<file path="config.mk">
export PLATFORM = sky130hd
export DESIGN_NAME = fetch_predict_stage
export DESIGN_NICKNAME = d
export VERILOG_FILES = /design/src/rtl/fetch_predict_stage_pkg.sv /design/src/rtl/fetch_predict_stage_bht.sv /design/src/rtl/fetch_predict_stage.sv
export SDC_FILE = /design/constraint.sdc
export NUM_CORES = 1
export LEC_CHECK = 0
export CORE_MARGIN = 5
export CORE_UTILIZATION = 50
export DETAILED_ROUTE_END_ITERATION = 8
export HOLD_SLACK_MARGIN = 0.08
export MAX_ROUTING_LAYER = met4
export PLACE_DENSITY_LB_ADDON = 0.08
export SLEW_MARGIN = 15
export SYNTH_ARGS = -nofsm -noshare
export SYNTH_HDL_FRONTEND = slang
export SYNTH_SLANG_ARGS = --single-unit
</file>
<file path="constraint.sdc">
create_clock -name clk -period 8.6 [get_ports clk]
set_input_delay 1.72 -clock clk [delete_from_list [all_inputs] [get_ports clk]]
set_output_delay 1.72 -clock clk [all_outputs]
set_load 0.1 [all_outputs]
</file>
<file path="src/rtl/fetch_predict_stage_pkg.sv">
// Shared definitions for the fetch/predict stage: opcode and NOP constants,
// the 2-bit saturating branch counter type and its reset value, plus small
// helpers for counter update and RISC-V B-type immediate extraction.
package fetch_predict_stage_pkg;

  localparam logic [6:0]  OPC_BRANCH = 7'b1100011;
  localparam logic [31:0] NOP_INSTR  = 32'h00000013;

  typedef logic [1:0] bht_ctr_t;

  localparam bht_ctr_t BHT_RESET = 2'b01;

  // Saturating 2-bit counter step: up on taken, down on not-taken.
  function automatic bht_ctr_t ctr_next(input bht_ctr_t c, input logic taken);
    bht_ctr_t r;
    r = c;
    if (taken) begin
      if (c != 2'b11) r = c + 2'b01;
    end else begin
      if (c != 2'b00) r = c - 2'b01;
    end
    return r;
  endfunction

  // B-type immediate, sign-extended to 64 bits.
  function automatic logic [63:0] b_imm(input logic [31:0] i);
    return {{51{i[31]}}, i[31], i[7], i[30:25], i[11:8], 1'b0};
  endfunction

endpackage

</file>
<file path="src/rtl/fetch_predict_stage_bht.sv">
// branch_history_table: array of 2-bit saturating counters.
// Ports:
//   clk, reset        - clock, asynchronous active-high reset (all entries -> BHT_RESET)
//   rd_idx / rd_ctr   - combinational read port; returns the pre-update value
//                       when a write to the same entry happens this cycle
//   upd_en/upd_idx/upd_taken - saturating increment (taken) or decrement
module branch_history_table
  import fetch_predict_stage_pkg::*;
#(
  parameter int unsigned IDX_W = 4
) (
  input  logic             clk,
  input  logic             reset,
  input  logic [IDX_W-1:0] rd_idx,
  output bht_ctr_t         rd_ctr,
  input  logic             upd_en,
  input  logic [IDX_W-1:0] upd_idx,
  input  logic             upd_taken
);

  localparam int unsigned DEPTH = 1 << IDX_W;

  bht_ctr_t ctr [DEPTH];

  assign rd_ctr = ctr[rd_idx];

  always_ff @(posedge clk or posedge reset) begin
    if (reset) begin
      for (int unsigned i = 0; i < DEPTH; i++) begin
        ctr[i] <= BHT_RESET;
      end
    end else if (upd_en) begin
      ctr[upd_idx] <= ctr_next(ctr[upd_idx], upd_taken);
    end
  end

endmodule

</file>
<file path="src/rtl/fetch_predict_stage.sv">
// fetch_predict_stage: PC register, branch prediction via a BHT, next-PC
// selection and the IF/ID pipeline register.
// Ports:
//   clk, reset              - clock, asynchronous active-high reset
//   stall                   - hold PC and IF/ID
//   Inst_Address            - current PC (registered, no input-to-output path)
//   Instruction             - instruction word for Inst_Address
//   ex_valid/ex_pc/ex_taken/ex_mispredict/ex_target - branch resolution from EX
//   ifid_valid/ifid_pc/ifid_instr/ifid_pred_taken   - IF/ID register outputs
module fetch_predict_stage
  import fetch_predict_stage_pkg::*;
#(
  parameter int unsigned BHT_IDX_W = 4,
  parameter logic [63:0] RESET_PC  = 64'h0
) (
  input  logic        clk,
  input  logic        reset,
  input  logic        stall,
  output logic [63:0] Inst_Address,
  input  logic [31:0] Instruction,
  input  logic        ex_valid,
  input  logic [63:0] ex_pc,
  input  logic        ex_taken,
  input  logic        ex_mispredict,
  input  logic [63:0] ex_target,
  output logic        ifid_valid,
  output logic [63:0] ifid_pc,
  output logic [31:0] ifid_instr,
  output logic        ifid_pred_taken
);

  logic [63:0]          pc;
  logic [63:0]          pc_next;
  logic [63:0]          pred_pc;
  logic                 is_branch;
  logic                 pred_taken;
  logic                 redirect;
  bht_ctr_t             rd_ctr;
  logic [BHT_IDX_W-1:0] pc_idx;
  logic [BHT_IDX_W-1:0] ex_idx;
  logic                 unused_ex_pc_bits;

  assign pc_idx            = pc[BHT_IDX_W+1:2];
  assign ex_idx            = ex_pc[BHT_IDX_W+1:2];
  assign unused_ex_pc_bits = ^{ex_pc[63:BHT_IDX_W+2], ex_pc[1:0]};

  branch_history_table #(
    .IDX_W(BHT_IDX_W)
  ) u_bht (
    .clk      (clk),
    .reset    (reset),
    .rd_idx   (pc_idx),
    .rd_ctr   (rd_ctr),
    .upd_en   (ex_valid),
    .upd_idx  (ex_idx),
    .upd_taken(ex_taken)
  );

  assign Inst_Address = pc;
  assign redirect     = ex_valid && ex_mispredict;

  always_comb begin
    is_branch  = (Instruction[6:0] == OPC_BRANCH);
    pred_taken = is_branch && rd_ctr[1];
    pred_pc    = pred_taken ? (pc + b_imm(Instruction)) : (pc + 64'd4);
    if (redirect)   pc_next = ex_target;
    else if (stall) pc_next = pc;
    else            pc_next = pred_pc;
  end

  always_ff @(posedge clk or posedge reset) begin
    if (reset) begin
      pc <= RESET_PC;
    end else begin
      pc <= pc_next;
    end
  end

  // Flush wins over stall so a redirect never leaves a stale instruction live.
  always_ff @(posedge clk or posedge reset) begin
    if (reset) begin
      ifid_valid      <= 1'b0;
      ifid_pc         <= '0;
      ifid_instr      <= NOP_INSTR;
      ifid_pred_taken <= 1'b0;
    end else if (redirect) begin
      ifid_valid      <= 1'b0;
      ifid_pc         <= '0;
      ifid_instr      <= NOP_INSTR;
      ifid_pred_taken <= 1'b0;
    end else if (!stall) begin
      ifid_valid      <= 1'b1;
      ifid_pc         <= pc;
      ifid_instr      <= Instruction;
      ifid_pred_taken <= pred_taken;
    end
  end

endmodule

</file>
==> impl_results.md, run 1 <==
* Flop and latch count out of synthesis at 194
* CTS tree: yes
* # fillers at ~2300
* TritonCTS Sinks at 194
* Commonest non-fill, non-tap cell in the layout: clkdlybuf4s50_1
* Global-route wire length before repair at ~70 mm
* Final period util at 0.598
* Critical path endpoint category: flop
* Share of cells above drive strength 1 at 0.0743
* Static Leak at 7.43 nW
* Clock Tree Root: clkbuf_16
* Hold Vio Cnt, Final at 0
* Area taken by multi-input logic gates at between 8000 and 9000 sq um
* Antenna-violating nets left at 0
* HP Class: flop to flop
* WL final at approximately 44 mm
* Area grow syn2layout at 24.8%
* Status: finished clean
* Top Family by Delay on Critical Path: simple AND/OR/NAND/NOR gates
* Util after Layout at 0.636
* Clock slew seen by the registers of the worst setup and hold paths at 0.09 ns
* Layout Nets at 2020
* Sequential Area at 4880 sq um
* Drt initial violations at roughly 1200
* Grt total ovfl at 0
* Final setup viols at 0
* VDD IR-drop max at 157 uV
* Post-CTS Setup Inserts at 0
* Dominant synthesized flop cell: dfrtp_1
* Cells taking the most area after synthesis: dfrtp_1 32%, mux2i_1 7.3%, ha_1 5.7%
* # H-tree levels at 4
* Gr usage total at 0.287
* Worst Path Class, Setup: primary input to flop
* Syn avg cell area at 8.65 sq um
* Worst stage delay on the critical path at 0.53 ns
* Cells after Synth at 1591
* CTS Buf Count at 17
* CP cell instances: buf_2 > buf_4 > ha_1 > nand4_1 > or3_1 > nor3_1 > o31ai_1 > nand3_1 > o31a_1 > a41o_1 > a41oi_1 > xor2_1 > o21ai_0
* Slowest cell on crit path: buf_2
* WL per Instance at ~20 um
* Crit path launch type: primary input
* Initial Util at 0.509
* Setup TNS at 0 ns
* Most frequent cells in the layout: 265 x clkdlybuf4s50_1, 203 x nor2_1, 175 x dfrtp_1
* Row cnt at 60
* Vias at 13200
* Mapped cell area at approximately 14000 sq um
* Vias in the first global route at between 10000 and 15000
* CORE AREA at about 27000 sq um
* Die Height at 176 um
* Synth Net Count at 1821
* Drt pass-1 iters at 8
* Worst path arrival time at between 5 and 6 ns
* Pre-CTS WS at approximately 3.1 ns
* Crit path buf inv count at 2
* Io pins at between 300 and 400
* CP max FO at 29
* Initial antenna violation count at 0
* FF-to-FF setup slack at about 4.6 ns
* PortBufs at 267
* Largest net degree at the start of global routing at 134
* Avg Vias per Cell at 6.15
* Worst path required time at 8.96 ns
* Cell variety after synth at 72
* Synth Warn # at 0
* Post-route setup slack at approximately 3.5 ns
* CTS resizes at 0
* Die outline area at 31000 sq um
* Dominant cell type by area after synthesis: dfrtp_1
* Worst-Skew Late Latency at 0.46 ns
* Clock Tree Buf Depth at 2
* Tmin final at 5.14 ns
* Routability cong. at ~0.94
* Share of the synthesized area in the top cell type at 0.318
* PwrDens at 233 nW/um^2
* # DRC at 0
* ANT cells at 0
* DP HPWL at about 31 mm
* F_max at 194 MHz
* Horiz. Die Dim at roughly 180 um
* Fraction of registers with async set/reset at 1.00
* Slew HR at 0.296
* Layout Skew at 0.0231 ns
* Slew @ Worst Pin at 1.06 ns
* Cts hold-fix bufs at 0
* Slew Viols, Final at 0
* Unrepaired setup endpoints after global routing: false
* Sequential share of the synthesized area at 0.354
* Post-synth EDFFs at 0
* Max-cap violations at 0
[sequential cells by signal, indices dropped and copies added, names as in the netlist]
name / cells
ifid_pc: 64
u_bht.ctr: 32
ifid_valid: 1
ifid_instr: 32
Inst_Address: 64
ifid_pred_taken: 1
[cells by family (layout without fill, tap and decap cells)]
family          after synthesis  after routing  synth area share
simple gates                550            550             0.186
compound gates              455            455             0.203
flops                       194            194             0.354
mux                         147            147             0.123
buf+inv                     119            331            0.0346
fa+ha+maj                    66             66            0.0602
xor+xnor                     60             60            0.0382
[cell usage after synthesis (all sizes together) (5+ instances only)]
library cell,instances
buf,38
nor3b,6
inv,22
mux2i,100
nor2b,7
nor4,9
xnor2,38
a21oi,149
o21bai,9
xor2,22
nand3,50
a221o,5
a211o,8
and2,11
o21ai,116
nor2,204
nor3,26
mux4,15
nand2,134
and3,30
dfrtp,175
a211oi,13
a31o,5
nand4,31
ha,63
o211ai,12
a31oi,16
mux2,32
nand2b,10
o31ai,6
clkbuf,59
or3,11
nand3b,7
a21o,49
or2,8
a41oi,8
o21a,5
dfstp,19
o22ai,22
[routing by layer]
metal / routed length [um] / global-route usage / share of wire / vias up
li1: - / - / - / 6235
met5: 0 / - / 0 / -
met2: 20800 / 0.453 / 0.48 / 518
met3: 3110 / 0.0507 / 0.071 / 68
met4: 739 / 0.0660 / 0.017 / 0
met1: 19100 / 0.389 / 0.44 / 6367
[metrics by stage]
stage          std cells  hold WS [ns]  area [sq um]  total power, mW
5_1_grt             2144         0.529         17200             4.18
2_1_floorplan       1591         0.492         13800             2.66
3_5_place_dp        2112         0.476         16600             3.15
6_report            2144         0.504         17200             4.00
4_1_cts             2144         0.509         17200             4.01
3_3_place_gp        2112         0.461         16600             3.13
[path summary, 6_finish.rpt]
kind                       cells past startpoint                to       startpoint
hold reg to reg                                1        ifid_valid       ifid_valid
max in group asynchronous                      3  Inst_Address[33]            reset
setup reg to reg                              11  Inst_Address[62]  Inst_Address[2]
setup / recovery                              13  Inst_Address[61]  Instruction[31]
hold / removal                                 1        ifid_valid       ifid_valid
min in group asynchronous                      2    ifid_instr[26]            reset
[cell type report]
class | instances | share of cell area
clock inverters | 15 | 0.0114
well taps | 341 | 0.0248
clock buffers | 17 | 0.0248
inverters | 22 | 0.00524
flip-flops and latches | 194 | 0.284
multi-input cells | 1278 | 0.490
repair buffers | 277 | 0.160
[power breakdown]
group          leakage, nW  switching [mW]  internal (mW)
registers             2.38           0.165           1.08
clock network        0.300           0.453          0.401
logic                 4.75            1.30          0.592
total                 7.43            1.92           2.08
No activity file was read; power rests on OpenSTA's default activity.
==> inputs of run 2 (changes only) <==
==> constraint.sdc (replaced) <==
create_clock -name clk -period 5.11 [get_ports clk]
set_input_delay 1.022 -clock clk [delete_from_list [all_inputs] [get_ports clk]]
set_output_delay 1.022 -clock clk [all_outputs]
set_load 0.1 [all_outputs]
==> run 2 against run 1 <==
Via count is 0.33% higher. Clock power is 77% higher. First-iteration DRC count is 1.1% higher. Largest power group unchanged.
==> impl_results.md, run 2 (synthesized netlist as in run 1, its figures left out) <==
* WL final at 44.3 mm
* Status: finished clean
* VDD IR-drop max at around 210 uV
* Most frequent cells in the layout: 265 x clkdlybuf4s50_1, 203 x nor2_1, 175 x dfrtp_1
* Die Height at 176 um
* Clock Tree Root: clkbuf_16
* CTS resizes at 0
* Static Leak at 7.51 nW
* Gr usage total at 0.291
* WL per Instance at between 20 and 25 um
* Final setup viols at 0
* Top layer in use: met4
* Slew Viols, Final at 0
* Post-CTS Setup Inserts at 0
* Unrepaired setup endpoints after global routing: false
* CTS tree: yes
* Slew HR at 0.280
* Finished Layout Cells at 2161
* Metal-1 WL at 19.1 mm
* DP HPWL at 32.2 mm
* Crit path launch type: primary input
* Setup TNS at 0 ns
* Largest net degree at the start of global routing at 123
* TritonCTS Sinks at 194
* Initial Util at 0.509
* Vias in the first global route at 13100
* P_int at approximately 3.5 mW
* FF-to-FF setup slack at between 1 and 1.5 ns
* Routability cong. at slightly above 0.9
* # H-tree levels at 4
* Commonest non-fill, non-tap cell in the layout: clkdlybuf4s50_1
* F_max at 240 MHz
* Area grow syn2layout at 25.9%
* PwrDens at 393 nW/um^2
* Avg Vias per Cell at 6.12
* Clock Tree Buf Depth at 2
* Clock slew seen by the registers of the worst setup and hold paths at approximately 0.090 ns
* Share of cells above drive strength 1 at 0.0809
* HP Class: flop to flop
* Sw frac at 0.482
* Clock network fraction of total power at 0.222
* Max-cap violations at 0
* Hold Vio Cnt, Final at 0
* PortBufs at 267
* Seq pwr share at 0.309
* Initial antenna violation count at 4
* Worst-Skew Late Latency at 0.47 ns
* Cts hold-fix bufs at 0
* Antenna-violating nets left at 0
* Met3 Routed Length at ~3.0 mm
* # DRC at 0
* Io pins at about 330
* Slew @ Worst Pin at 1.08 ns
* WL met2 at between 20 and 25 mm
* Critical path endpoint category: flop
* Worst Path Class, Setup: primary input to flop
* Worst path arrival time at 4.46 ns
* Die outline area at 31000 sq um
* Row cnt at 60
* Vias at 13200
* Sw Pwr at about 3.3 mW
* Worst path required time at 5.41 ns
* Comb power frac at 0.469
* CORE AREA at 27000 sq um
* Grt total ovfl at 0
* Horiz. Die Dim at 176 um
* Tmin final at ~4.2 ns
* Drt initial violations at 1247
* Layout Nets at 2033
* CP max FO at 4
* CTS Buf Count at 17
* Drt pass-1 iters at 5
* Final period util at 0.815
* Global-route wire length before repair at 71.0 mm
* Layout Skew at 0.0185 ns
* WHS at 0.500 ns
* Dpl cells at 2125
run 2: through the flow:
stage	setup WS (ns)	power [mW]	instance area, sq um	utilization
global route	0.867	7.14	17300	0.641
detailed placement	0.584	5.31	16700	0.617
global placement	0.662	5.28	16700	0.617
finish	0.946	6.81	17300	0.641
CTS	1.04	6.83	17300	0.641
floorplan	1.59	4.47	13800	-
run 2: routing by layer:
metal / GRT usage / up-vias
li1: - / 6245
met1: 0.380 / 6385
met2: 0.471 / 537
met3: 0.0480 / 64
met4: 0.0871 / 0
met5: - / -
run 2: final timing paths:
kind / start / endpoint / cells past startpoint
max: Instruction[8] / Inst_Address[53] / 14
min: ifid_valid / ifid_valid / 1
max reg2reg: Inst_Address[2] / Inst_Address[63] / 9
min reg2reg: ifid_valid / ifid_valid / 1
max in group asynchronous: reset / Inst_Address[51] / 3
min in group asynchronous: reset / ifid_instr[25] / 2
run 2: power by group through the flow:
stage | logic [mW] | clock network, mW | registers [mW]
5_1_grt | 3.39 | 1.60 | 2.15
2_1_floorplan | 1.24 | 0 | 3.23
3_3_place_gp | 3.16 | 0 | 2.11
6_report | 3.20 | 1.51 | 2.10
3_5_place_dp | 3.19 | 0 | 2.13
4_1_cts | 3.20 | 1.53 | 2.10
run 2: area by class of cell:
cell class	instances	area, sq um
Antenna cell	4	10.0
Clock buffer	17	425
Clock inverter	15	225
Fill cell	2325	9700
Inverter	22	86.3
Multi-Input combinational cell	1278	8420
Sequential cell	194	4880
Tap cell	341	427
Timing Repair Buffer	290	2860
run 2: critical path, cell delays in order:
cell	delay [ns]
clkdlybuf4s50_1	0.49
ha_1	0.21
inv_1	0.07
fa_1	0.38
nand2b_1	0.20
a21o_1	0.21
a21o_1	0.19
a211oi_1	0.29
o211ai_1	0.25
a211oi_1	0.46
nor2_1	0.18
xnor2_1	0.16
a211oi_1	0.25
o31ai_1	0.10
==> RTL edit 1, RTL diff (config.mk and constraints of run 1) <==
Change the parameter `BHT_IDX_W` from 4 to 5.
--- a/src/rtl/fetch_predict_stage.sv
+++ b/src/rtl/fetch_predict_stage.sv
@@ -10,7 +10,7 @@
 module fetch_predict_stage
   import fetch_predict_stage_pkg::*;
 #(
-  parameter int unsigned BHT_IDX_W = 4,
+  parameter int unsigned BHT_IDX_W = 5,
   parameter logic [63:0] RESET_PC  = 64'h0
 ) (
   input  logic        clk,
Behaviour: not the same (Yosys sat finds a counterexample within 4 cycles, from zero or initial values and one cycle with reset high).
==> RTL edit 1 against run 1 <==
Power up 14%. Routed wire length is 13% higher. Die area up 12%. Area after synthesis up 13%. Design area increased by 13%. Count of clock-buffer cells in the layout rose by 18. Setup slack worse by 0.43 ns. Highest routed layer unchanged. Synthesized cell count increased by 9.1%. Sequential cell count rose by 32.
==> RTL edit 1: results (changes against run 1) <==
| Metric | Value |
|---|---|
| Status | completed |
| Clock transition at path regs | 0.06 ns (-0.03 ns) |
| Yosys warning count | 0 (unchanged) |
| Avg WL per Cell | 21.0 um (+2.7%) |
| Net Count, Synth | 1965 (+7.9%) |
| Family of cells with the greatest summed delay on the critical path | compound AO/OA/AOI/OAI gates |
| Leakage component of the power | 0.00820 uW (+10%) |
| Clock skew | 0.0271 ns (+0.00396 ns) |
| Gpl congestion | 0.941 (-0.25%) |
| First-pass GRT wire length | 81000 um (+16%) |
| Power Internal | 2590 uW (+25%) |
| Aggregate global routing overflow | 0 (unchanged) |
| Detailed Place HPWL | 35300 um (+12%) |
| P_sw | 1970 uW (+2.4%) |
| Drt first pass iters | 5 (-3) |
| Placed cells | 2314 (+9.6%) |
| First DRT Iteration DRCs | 1171 (-5.1%) |
| Most used DFF post-synth | dfrtp_1 |
| Average instance area after synthesis | 8.99 um^2 (+3.9%) |
| Port buffer count | 268 (+0.37%) |
| Setup slack at placement | 2.56 ns (-0.561 ns) |
| DR vias | 14.5k (+10%) |
| Skew-Pair Late Insertion Delay | 0.56 ns (+0.10 ns) |
| Seq pwr | 1410 uW (+13%) |
| Worst rel slew slack | 0.255 (-0.0409) |
| Top cells by area, synth | dfrtp_1, mux2i_1, dfstp_2 |
| Share of cells above drive strength 1 | 0.109 (+0.0345) |
| Arr. time, crit path | 6.02 ns (+0.52 ns) |
| Distinct cell type count of the synthesized netlist | 80 (+11%) |
| Pin count of the biggest net entering global routing | 83 (-38%) |
| Cell with the largest stage delay on the worst path | nor4_2 |
| Initial antenna violation count | 3 (+3) |
| Max IR drop VDD | 0.000187 V (+19%) |
| Net total in the final layout | 2176 (+7.7%) |
| Top cell types by occurrence after synthesis | nor2_1, dfrtp_1, nand2_1 |
| Maximum clock path buffer count | 3 (+1) |
| Largest stage delay, worst path | 0.56 ns (+0.03 ns) |
| Detailed-route vias per instance | 6.14 (-0.19%) |
| Largest fanout on the critical path | 5 (-83%) |
| Portion of the post-synthesis area used by sequential elements | 0.366 (+0.0112) |
| CTS H-tree lvls | 1 (-3) |
| Part of the total power dissipated in combinational logic | 0.418 (-0.056) |
| Placed Instance Area | 18500 um^2 (+12%) |
| Overall fraction of global-route tracks in use | 0.285 (-0.00147) |
| Number of global-route vias before repair | 14.5k (+16%) |
| Number of buffers added by the clock tree synthesis step | 26 (+9) |
-- RTL edit 1: changes by cell type after synthesis, sizes merged, moves of 9 or more --
cell / delta
mux2: +33
xnor2: -22
nand2: +20
dfrtp: +16
dfstp: +16
a21o: -15
o21a: +14
clkbuf: +13
a31oi: +11
mux4: +11
buf: -10
o21ai: +10
nor3: +9
-- RTL edit 1: final cells by class --
type / count / area [um^2]
clock inverters: 13 / 224
inverters: 23 / 93.8
fillers: 2645 / 11200
repair buffers: 283 / 2790
multi-input cells: 1386 / 9410
clock buffers: 35 / 754
flip-flops and latches: 226 / 5700
diodes: 3 / 7.51
well taps: 396 / 495
-- RTL edit 1: kinds of logic after synthesis --
kind of cell | after synthesis | synth area share
simple gates | 606 | 0.186
xor+xnor | 43 | 0.0242
flops | 226 | 0.366
fa+ha+maj | 66 | 0.0531
buf+inv | 123 | 0.0316
compound gates | 481 | 0.192
mux | 190 | 0.148
-- RTL edit 1: per-layer routing --
layer	wire, um	vias up	global-route usage
met5	0	-	-
met4	1090	0	0.0566
met3	3190	74	0.0460
met2	22800	507	0.443
met1	22600	7071	0.400
li1	-	6868	-
-- RTL edit 1: path summary, 6_finish.rpt --
kind                       slack, ns  cells after the start                to       startpoint
max                             3.03                     13  Inst_Address[61]   Instruction[8]
min                             0.52                      2   Inst_Address[0]  Inst_Address[0]
max reg2reg                     3.78                     11  Inst_Address[61]  Inst_Address[2]
min reg2reg                     0.52                      2   Inst_Address[0]  Inst_Address[0]
max in group asynchronous       5.50                      3       ifid_pc[55]            reset
min in group asynchronous       1.64                      2    ifid_instr[21]            reset
==> RTL edit 2, RTL diff (config.mk and constraints of run 1) <==
Without the edit above. Add an input register stage for `ex_target`; this delays it by one clock. The other inputs are not delayed to match.
--- a/src/rtl/fetch_predict_stage.sv
+++ b/src/rtl/fetch_predict_stage.sv
@@ -28,6 +28,12 @@
   output logic [31:0] ifid_instr,
   output logic        ifid_pred_taken
 );
+
+  logic [63:0] ex_target_q;
+
+  always_ff @(posedge clk) begin
+    ex_target_q <= ex_target;
+  end
 
   logic [63:0]          pc;
   logic [63:0]          pc_next;
@@ -63,7 +69,7 @@
     is_branch  = (Instruction[6:0] == OPC_BRANCH);
     pred_taken = is_branch && rd_ctr[1];
     pred_pc    = pred_taken ? (pc + b_imm(Instruction)) : (pc + 64'd4);
-    if (redirect)   pc_next = ex_target;
+    if (redirect)   pc_next = ex_target_q;
     else if (stall) pc_next = pc;
     else            pc_next = pred_pc;
   end
Check against the original RTL: not equivalent (a bounded check fails within 4 cycles, from zero or initial values and one cycle with reset high).
==> RTL edit 2 against run 1 <==
Power rose by 20%. Design area up 11%. Synthesized cell count increased by 5.8%. Setup slack got worse by 0.34 ns. Sequential cell count rose by 64. Sequential share of layout area rose by 3.9 points. Non-clock buffer count up 1. Routed wire length up 13%. Clock skew is 0.0096 ns higher. Register-to-register slack got worse by 0.56 ns. Critical path depth unchanged. Largest power group unchanged. Global-route usage up 0.88 points. Area after synthesis grew 11%. Via count increased by 4.8%.
==> RTL edit 2: results (changes against run 1) <==
| Metric | Value |
|---|---|
| Part of the total power dissipated in combinational logic | 0.410 (-0.064) |
| Detailed Place HPWL | 35600 um (+14%) |
| Arr. time, crit path | 5.93 ns (+0.43 ns) |
| Share of cells above drive strength 1 | 0.0794 (+0.00505) |
| Leakage component of the power | 0.00811 uW (+9.2%) |
| Drt first pass iters | 5 (-3) |
| Gpl congestion | 0.958 (+1.5%) |
| DR vias | 13.8k (+4.8%) |
| Clock transition at path regs | 0.07 ns (-0.02 ns) |
| Family of cells with the greatest summed delay on the critical path | compound AO/OA/AOI/OAI gates |
| Cell with the largest stage delay on the worst path | a2111oi_0 |
| Pin count of the biggest net entering global routing | 130 (-3.0%) |
| Depth of the worst register-to-register path | 12 (+1) |
| Slew @ Worst Pin | 1.09 ns (+0.0308 ns) |
| Maximum clock path buffer count | 3 (+1) |
| Setup slack at placement | 2.58 ns (-0.540 ns) |
| Placed cells | 2259 (+7.0%) |
| Number of instances on the worst hold path | 2 (+1) |
| Capture point of the worst reg-to-reg path | Inst_Address[63] |
| Status | completed |
| Power in the clock group | 1250 uW (+46%) |
| Average instance area after synthesis | 9.04 um^2 (+4.5%) |
| Placed Instance Area | 18100 um^2 (+9.2%) |
| Clock skew | 0.0328 ns (+0.00965 ns) |
| CTS H-tree lvls | 1 (-3) |
| Final worst-path setup slack | 3.12 ns (-0.341 ns) |
| Initial antenna violation count | 4 (+4) |
| Detailed-route vias per instance | 5.97 (-2.9%) |
| Critical hold path startpoint | ex_target_q[0] |
| Number of buffers added by the clock tree synthesis step | 28 (+11) |
| Total power draw | 4800 uW (+20%) |
| Power Internal | 2750 uW (+32%) |
| Minimum setup slack among reg-to-reg paths | 4.08 ns (-0.56 ns) |
| Top cell types by occurrence after synthesis | nor2_1, dfrtp_1, a21oi_1 |
| Routed wire length | 49300 um (+13%) |
| Hold slack | 0.418 ns (-0.0858 ns) |
| WHS Endpoint | Inst_Address[0] |
## RTL edit 2: changes by cell type in the layout (fill, tap and decap cells not counted), sizes merged, moves of 9 or more
cell,run 1,this run
o21ai,116,107
nand2,134,147
nand4,31,41
dfxtp,0,64
and3,30,19
xor2,22,31
a21o,49,30
clkbuf,18,41
## RTL edit 2: logic make-up after synthesis
| family | count (synthesis) | synth area share |
|---|---|---|
| simple gates | 577 | 0.181 |
| mux | 150 | 0.114 |
| buf+inv | 129 | 0.0338 |
| compound gates | 441 | 0.176 |
| fa+ha+maj | 66 | 0.0544 |
| xor+xnor | 63 | 0.0362 |
| flops | 258 | 0.404 |
## RTL edit 2: area by class of cell
| type | count | area, um^2 |
|---|---|---|
| Fill cell | 2644 | 11300 |
| Sequential cell | 258 | 6160 |
| Timing Repair Buffer | 278 | 2750 |
| Multi-Input combinational cell | 1297 | 8560 |
| Antenna cell | 4 | 10.0 |
| Inverter | 30 | 120 |
| Clock buffer | 40 | 806 |
| Tap cell | 396 | 495 |
| Clock inverter | 12 | 169 |
## RTL edit 2: per-layer routing
layer | up-vias | share of wire | track usage
met2 | 469 | 0.46 | 0.465
met3 | 91 | 0.074 | 0.0602
met5 | - | 0 | -
li1 | 6564 | - | -
met1 | 6698 | 0.44 | 0.394
met4 | 0 | 0.028 | 0.0751
## RTL edit 2: worst reg2reg max path: stages, from the launching register on
cell and delay (ns):
dfrtp_1 0.74, inv_1 0.15, fa_1 0.46, nor2b_1 0.25, o211ai_1 0.18, a31o_2 0.30, a211oi_1 0.40, o21bai_1 0.22
a2111oi_0 0.79, o311ai_1 0.20, a31oi_1 0.30, a211oi_1 0.12, a211o_1 0.29
